[src/rtl/tc_sram_arb2.sv]
// Two-requester SRAM arbiter: optional zero-fill after reset, then round-robin or
// fixed-priority arbitration into a registered command stage and response stage.
module tc_sram_arb2 #(
  parameter bit CLEAR_EN = 1'b1,
  parameter bit RR_EN    = 1'b1
) (
  input  logic        clk_i,
  input  logic        rst_i,
  input  logic        m0_valid_i,
  output logic        m0_ready_o,
  input  logic [9:0]  m0_addr_i,
  input  logic [31:0] m0_wdata_i,
  input  logic [3:0]  m0_mask_i,
  input  logic        m0_wren_i,
  output logic        m0_rvalid_o,
  output logic [31:0] m0_rdata_o,
  input  logic        m1_valid_i,
  output logic        m1_ready_o,
  input  logic [9:0]  m1_addr_i,
  input  logic [31:0] m1_wdata_i,
  input  logic [3:0]  m1_mask_i,
  input  logic        m1_wren_i,
  output logic        m1_rvalid_o,
  output logic [31:0] m1_rdata_o,
  output logic        init_done_o,
  output logic        sram_cs_o,
  output logic        sram_wren_o,
  output logic [9:0]  sram_addr_o,
  output logic [31:0] sram_data_o,
  output logic [3:0]  sram_mask_o,
  input  logic [31:0] sram_data_i
);

  typedef enum logic {ST_CLEAR = 1'b0, ST_RUN = 1'b1} state_e;

  typedef struct packed {
    logic        req;   // 0 marks clear-sequence writes, which produce no response
    logic        port;
    logic        wren;
    logic [3:0]  mask;
    logic [9:0]  addr;
    logic [31:0] wdata;
  } cmd_t;

  localparam logic [9:0] LAST_ADDR = 10'h3FF;

  state_e     state_q, state_d;
  logic [9:0] clr_cnt_q, clr_cnt_d;
  logic       prio_q, prio_d;
  logic       cmd_vld_q, cmd_vld_d;
  cmd_t       cmd_q, cmd_d;
  logic       rsp_vld_q, rsp_vld_d;
  logic       rsp_port_q, rsp_port_d;
  logic       rsp_wren_q, rsp_wren_d;
  logic       gnt0, gnt1;

  // prio_q names the port that wins the next contended cycle.
  always_comb begin
    gnt0 = 1'b0;
    gnt1 = 1'b0;
    if (state_q == ST_RUN && !rst_i) begin
      if (m0_valid_i && m1_valid_i) begin
        gnt1 = RR_EN && prio_q;
        gnt0 = !gnt1;
      end else begin
        gnt0 = m0_valid_i;
        gnt1 = m1_valid_i;
      end
    end
  end

  // NOTE: every signal assigned here gets a default first, so no path can leave a
  // value unassigned and infer a latch.
  always_comb begin
    state_d    = state_q;
    clr_cnt_d  = clr_cnt_q;
    prio_d     = prio_q;
    cmd_vld_d  = 1'b0;
    cmd_d      = cmd_q;
    cmd_d.req  = 1'b0;
    if (state_q == ST_CLEAR) begin
      cmd_vld_d   = 1'b1;
      cmd_d.port  = 1'b0;
      cmd_d.wren  = 1'b1;
      cmd_d.mask  = 4'hF;
      cmd_d.addr  = clr_cnt_q;
      cmd_d.wdata = 32'h0;
      clr_cnt_d   = clr_cnt_q + 10'd1;
      if (clr_cnt_q == LAST_ADDR) state_d = ST_RUN;
    end else if (gnt0 || gnt1) begin
      cmd_vld_d   = 1'b1;
      cmd_d.req   = 1'b1;
      cmd_d.port  = gnt1;
      cmd_d.wren  = gnt1 ? m1_wren_i  : m0_wren_i;
      cmd_d.mask  = gnt1 ? m1_mask_i  : m0_mask_i;
      cmd_d.addr  = gnt1 ? m1_addr_i  : m0_addr_i;
      cmd_d.wdata = gnt1 ? m1_wdata_i : m0_wdata_i;
      if (RR_EN) prio_d = gnt0;
    end
    rsp_vld_d  = cmd_vld_q && cmd_q.req;
    rsp_port_d = cmd_q.port;
    rsp_wren_d = cmd_q.wren;
  end

  // NOTE: sequential state uses non-blocking assignments so every flop samples the
  // pre-edge value of its _d input regardless of statement order.
  always_ff @(posedge clk_i) begin
    if (rst_i) begin
      state_q    <= CLEAR_EN ? ST_CLEAR : ST_RUN;
      clr_cnt_q  <= '0;
      prio_q     <= 1'b0;
      cmd_vld_q  <= 1'b0;
      cmd_q      <= '0;
      rsp_vld_q  <= 1'b0;
      rsp_port_q <= 1'b0;
      rsp_wren_q <= 1'b0;
    end else begin
      state_q    <= state_d;
      clr_cnt_q  <= clr_cnt_d;
      prio_q     <= prio_d;
      cmd_vld_q  <= cmd_vld_d;
      cmd_q      <= cmd_d;
      rsp_vld_q  <= rsp_vld_d;
      rsp_port_q <= rsp_port_d;
      rsp_wren_q <= rsp_wren_d;
    end
  end

  // Reset is synchronous, so registers are still stale during the first reset
  // cycle; outputs are forced low for as long as rst_i is high.
  assign m0_ready_o  = gnt0;
  assign m1_ready_o  = gnt1;
  assign init_done_o = (state_q == ST_RUN) && !rst_i;

  assign sram_cs_o   = cmd_vld_q && !rst_i;
  assign sram_wren_o = cmd_q.wren && !rst_i;
  assign sram_addr_o = rst_i ? 10'h0 : cmd_q.addr;
  assign sram_data_o = rst_i ? 32'h0 : cmd_q.wdata;
  assign sram_mask_o = rst_i ? 4'h0  : cmd_q.mask;

  assign m0_rvalid_o = rsp_vld_q && !rsp_port_q && !rst_i;
  assign m1_rvalid_o = rsp_vld_q &&  rsp_port_q && !rst_i;
  assign m0_rdata_o  = (m0_rvalid_o && !rsp_wren_q) ? sram_data_i : 32'h0;
  assign m1_rdata_o  = (m1_rvalid_o && !rsp_wren_q) ? sram_data_i : 32'h0;

endmodule
[config.mk]
export PLATFORM = sky130hd
export DESIGN_NAME = tc_sram_arb2
export DESIGN_NICKNAME = d
export VERILOG_FILES = /design/src/rtl/tc_sram_arb2.sv
export SDC_FILE = /design/constraint.sdc
export NUM_CORES = 1
export LEC_CHECK = 0
export CAP_MARGIN = 20
export CORE_ASPECT_RATIO = 1.1
export CORE_MARGIN = 5
export CORE_UTILIZATION = 36
export CTS_CLUSTER_SIZE = 24
export DETAILED_ROUTE_END_ITERATION = 12
export PLACE_DENSITY = 0.91
export SYNTH_ARGS = -nofsm -noshare
export SYNTH_HDL_FRONTEND = slang
export SYNTH_SLANG_ARGS = --single-unit
[constraint.sdc]
create_clock -name clk_i -period 2 [get_ports clk_i]
set_input_delay 0.4 -clock clk_i [delete_from_list [all_inputs] [get_ports clk_i]]
set_output_delay 0.4 -clock clk_i [all_outputs]
set_load 0.02 [all_outputs]
Yosys cells after proc, flatten, opt, wreduce, memory -nomap -nowiden
Cells that the tools add are included.

storage, ports and cells
  logic and storage cells = 54
  bits of input ports = 130
  memories = 0
  memory bits (read-only) = 0
  RAM bits = 0
  latch bits = 0
  flip-flop bits (word level) = 65

operators by class
  divide/modulo/power cells = 0
  equality and inequality tests = 2
  mux-type cells = 19
  $add $sub $neg = 1
  reduce and logical (&&, ||, !) cells = 18
  shift-type cells = 0
  bitwise operators = 1
  $lt $le $gt $ge = 0
  multipliers = 0

operators by type and width
  operator                                                                 number
  32-bit 2-to-1 mux                                                        4
  49-bit 2-to-1 mux                                                        1
  47-bit 2-to-1 mux                                                        1
  10-bit 2-to-1 mux                                                        2
  1-bit logical AND                                                        11
  10-bit by 1-bit adder with 10-bit output, second input constant          1
  10-bit == test, second input constant                                    1
  1-bit 2-to-1 mux                                                         9
  4-bit 2-to-1 mux                                                         2
  1-bit logical NOT                                                        4
  2-bit by 1-bit inequality test with 1-bit output, second input constant  1
  2-bit AND reduction                                                      1
  2-bit OR reduction                                                       1
  1-bit logical OR                                                         1
  1-bit inverter                                                           1

Longest topological paths before layout
  word-level depth = 6
  mapped depth = 7

Worst setup path after synthesis
OpenSTA, ideal clock, no wires.

  kind = in2out
  start = input port rst_i
  end = output port m0_rdata_o[10]
  stages on the path = 5
  data arrival time = 1535 ps
  path slack = 65 ps
  path buffers = 2
  data required time = 1600 ps
  cells stage by stage = buf_2 nor3b_2 and2b_1 buf_2 and2_1

on the way
  word-level cells in the longest chain between the ends = 4

RTL lines
  what                   RTL line  RTL
  from (decl)            8         input logic rst_i,
  1-bit logical NOT      141       assign m0_rvalid_o = rsp_vld_q && !rsp_port_q && !rst_i;
  1-bit logical AND      141
  named net m0_rvalid_o  15        output logic m0_rvalid_o,
  1-bit logical AND      143       assign m0_rdata_o = (m0_rvalid_o && !rsp_wren_q) ? sram_data_i : 32'h0;
  32-bit 2-to-1 mux      143
  to (decl)              16        output logic [31:0] m0_rdata_o,

The timed path passes the listed nets, and every way through them passes these cells.

Worst setup path after layout
  start = register rsp_port_q
  end = output port m0_rdata_o[8]

on the way
  word-level cells in the longest chain between the ends = 5

RTL lines
  what                             RTL line  RTL
  from (decl)                      53        logic rsp_port_q, rsp_port_d;
  from (signal assigned)           124       rsp_port_q <= rsp_port_d;
  1-bit logical NOT                141
  1-bit logical AND (2 in series)  141
  1-bit logical AND                143
  32-bit 2-to-1 mux                143

Every way passes these cells.

==> qor.txt <==
status = completed
Worst Setup Start Kind = register
unrepaired setup endpoints after global routing = no
Post-DP Area = 6260 um^2
Slew @ Worst Pin = 744 ps
Hold Path Origin = cmd_q[48]
Critical Path AT = 1520 ps
nets@finish = 809
pre-CTS WS = -462 ps
Buffers on Ports = 246
P per Cell Area = 477 nW/um^2
predominant post-synthesis flop cell = dfxtp_1
clock buffer depth = 2
Final Hold Fails = 0
grt ovf = 0
switching power = 701 uW
Worst R2R Setup Slack = 270 ps
vias in the first global route = 4403
Crit Reg-Reg Startpoint = state_q
DIE WIDTH = 106 um
xor and xnor area share after synthesis = 0.719%
CP Class = register to primary output
antenna violations before repair = 2
top-area cell type share of the netlist area = 35.6%
most frequent cell after synthesis = and2_1
CTS sink cnt = 65
FP Rows = 38
leak pwr = 0.00285 uW
Cell Area, Synth = 3650 um^2
Tightest Hold Check Type = register to register
Post-synth EDFFs = 0
worst skew pair latency = 340 ps
post-synthesis mux area share = 0.890%
Root Driver = clkbuf_8
Clock power frac = 41.7%
Die ar. = 12300 um^2
Worst-path clk slew = 60 ps
fin crit share = 95.8%
Die Ht = 116 um
H-tree depth = 3
DRT Wirelength = 15.5 mm
# fillers = 854
final setup margin = 83.7 ps
Syn Area/Cell = 8.50 um^2
sequential share of power = 44.3%
core area = 9890 um^2
Synth area leader = dfxtp_1
Yosys warning count = 0
syn_nets = 561
Power Total = 2980 uW
internal power = 2280 uW
Critical Path Sink Type = primary output
Synth Area in Simple Gates = 39.3%
CP required = 1600 ps
via density per instance = 5.24
Area growth syn-to-layout = 71.1%
layout cell share with drive strength beyond 1 = 19.6%
Detailed Routing Iterations Pass 1 = 4
Antenna Nets Post-Route = 0
Hold Buf Count CTS = 0
RePlAce Congestion = 0.858
Seq cells post-synth = 65
Peak VDD IR = 605 uV
post-synth cell types = 40
Net Sw Frac = 23.5%
Initial Utilization = 36.9%
pin count of the biggest net entering global routing = 30
fin area = 6250 um^2
Via Count = 4220
boundary pin count = 247
CTS tree = yes
ys async rst share = 0%
Post-synth top cells = 91 x and2_1, 65 x dfxtp_1, 65 x nor2b_1
largest family of logic cells by synthesized area = simple AND/OR/NAND/NOR gates
violation count after the first detailed-route iteration = 193
Tmin final = 1920 ps
Worst Setup SP = rsp_port_q
crit-path max FO = 16
Slew Limit Headroom = 50.2%
Pins Over Slew Limit = 0
Synth Area in Compound Gates = 16.2%
adder-cell share of the synthesized area = 0.342%
first-pass GRT wire length = 23.5 mm
Synth area leaders = dfxtp_1 36%, and2_1 16%, nor2b_1 11%, a221o_1 6.8%, a31oi_1 5.1%
detailed placement HPWL = 11.5 mm
GRT Total Usage = 24.2%
Inserted Clock Buffers = 9
WL/cell = 19.3 um
DRC = 0
Setup violations, final = 0
Post-Syn Instances = 430
register area share after synthesis = 35.6%
Max-cap violations = 0
fmax = 522 MHz
Logic pwr share = 14.0%
Layout Skew = 11.4 ps
worst max-delay path, cell delays in order, from the launching register on:
cell,delay [ps]
dfxtp_2,320
nor3b_2,170
and2b_2,230
buf_12,140
and2_1,170
buf_4,160
path summary, 6_finish.rpt:
kind / cells after the start / endpoint
setup / recovery: 5 / m0_rdata_o[8]
hold / removal: 1 / rsp_vld_q
setup reg to reg: 4 / clr_cnt_q[9]
hold reg to reg: 1 / rsp_vld_q
kinds of logic after synthesis:
logic type,count (synthesis)
xor gates and xnor gates,3
AOI/OAI and AO/OA,79
muxes,3
adders and majority gates,1
buffers and inverters,48
DFF,65
and+or+nand+nor,231
state kept, by name, indices dropped and copies added, names as in the netlist:
signal,flops
clr_cnt_q,10
cmd_q,47
cmd_vld_q,1
prio_q,1
rsp_port_d,1
rsp_port_q,1
rsp_vld_q,1
rsp_wren_d,1
rsp_wren_q,1
state_q,1
per-stage QoR:
step	util [%]	std cells	hold WS [ps]	setup TNS (ps)
after CTS	62.9	800	429	-394
after global routing	63.2	805	448	0
after floorplan	-	430	406	0
after detailed placement	63.3	781	413	-31410
after global placement	63.3	781	416	-24740
final	63.2	805	426	0
per-layer routing:
| layer | global-route usage, % | share of wire [%] |
|---|---|---|
| met1 | 26.9 | 37 |
| met2 | 44.0 | 53 |
| met3 | 6.74 | 7.7 |
| met4 | 9.59 | 2.1 |
| met5 | 0 | 0 |
power by group through the flow:
stage	registers, uW	clock network, uW	logic (uW)
after floorplan	1350	0	97.0
after global placement	1350	0	406
after detailed placement	1350	0	417
after CTS	1320	1260	416
after global routing	1320	1340	443
final	1320	1240	418
layout by cell type (no fill, tap or decap), types with 3 or more instances in the layout:
cell type / instances
dfxtp_2: 3
a31oi_1: 30
o21ai_0: 10
dlygate4sd2_1: 50
clkdlybuf4s50_1: 129
inv_1: 5
nand3_1: 14
and2_1: 89
nor2_1: 9
clkbuf_8: 9
a221o_1: 25
dfxtp_1: 62
nand4_1: 28
a21oi_1: 6
nand2_1: 7
o221a_2: 3
buf_12: 3
buf_6: 4
buf_2: 53
buf_4: 34
nor2b_1: 65
final cells by class:
type                       instances  area [um^2]  area share (%)
timing repair buffer             277         2410            38.6
multi-input combinational        318         2130            34.1
sequential                        65         1310            20.9
tap                              120          150            2.40
clock buffer                       9          124            1.98
clock inverter                     7         93.8            1.50
inverter                           7         26.3           0.420
antenna                            2         5.00          0.0800
timing repair:
item,in CTS,in global routing
endpoints found under the setup margin,141,74
cloned,3,2
setup buffers,0,2
resized for setup,312,27
pin swaps,1,1
No activity file was read; power rests on OpenSTA's default activity.
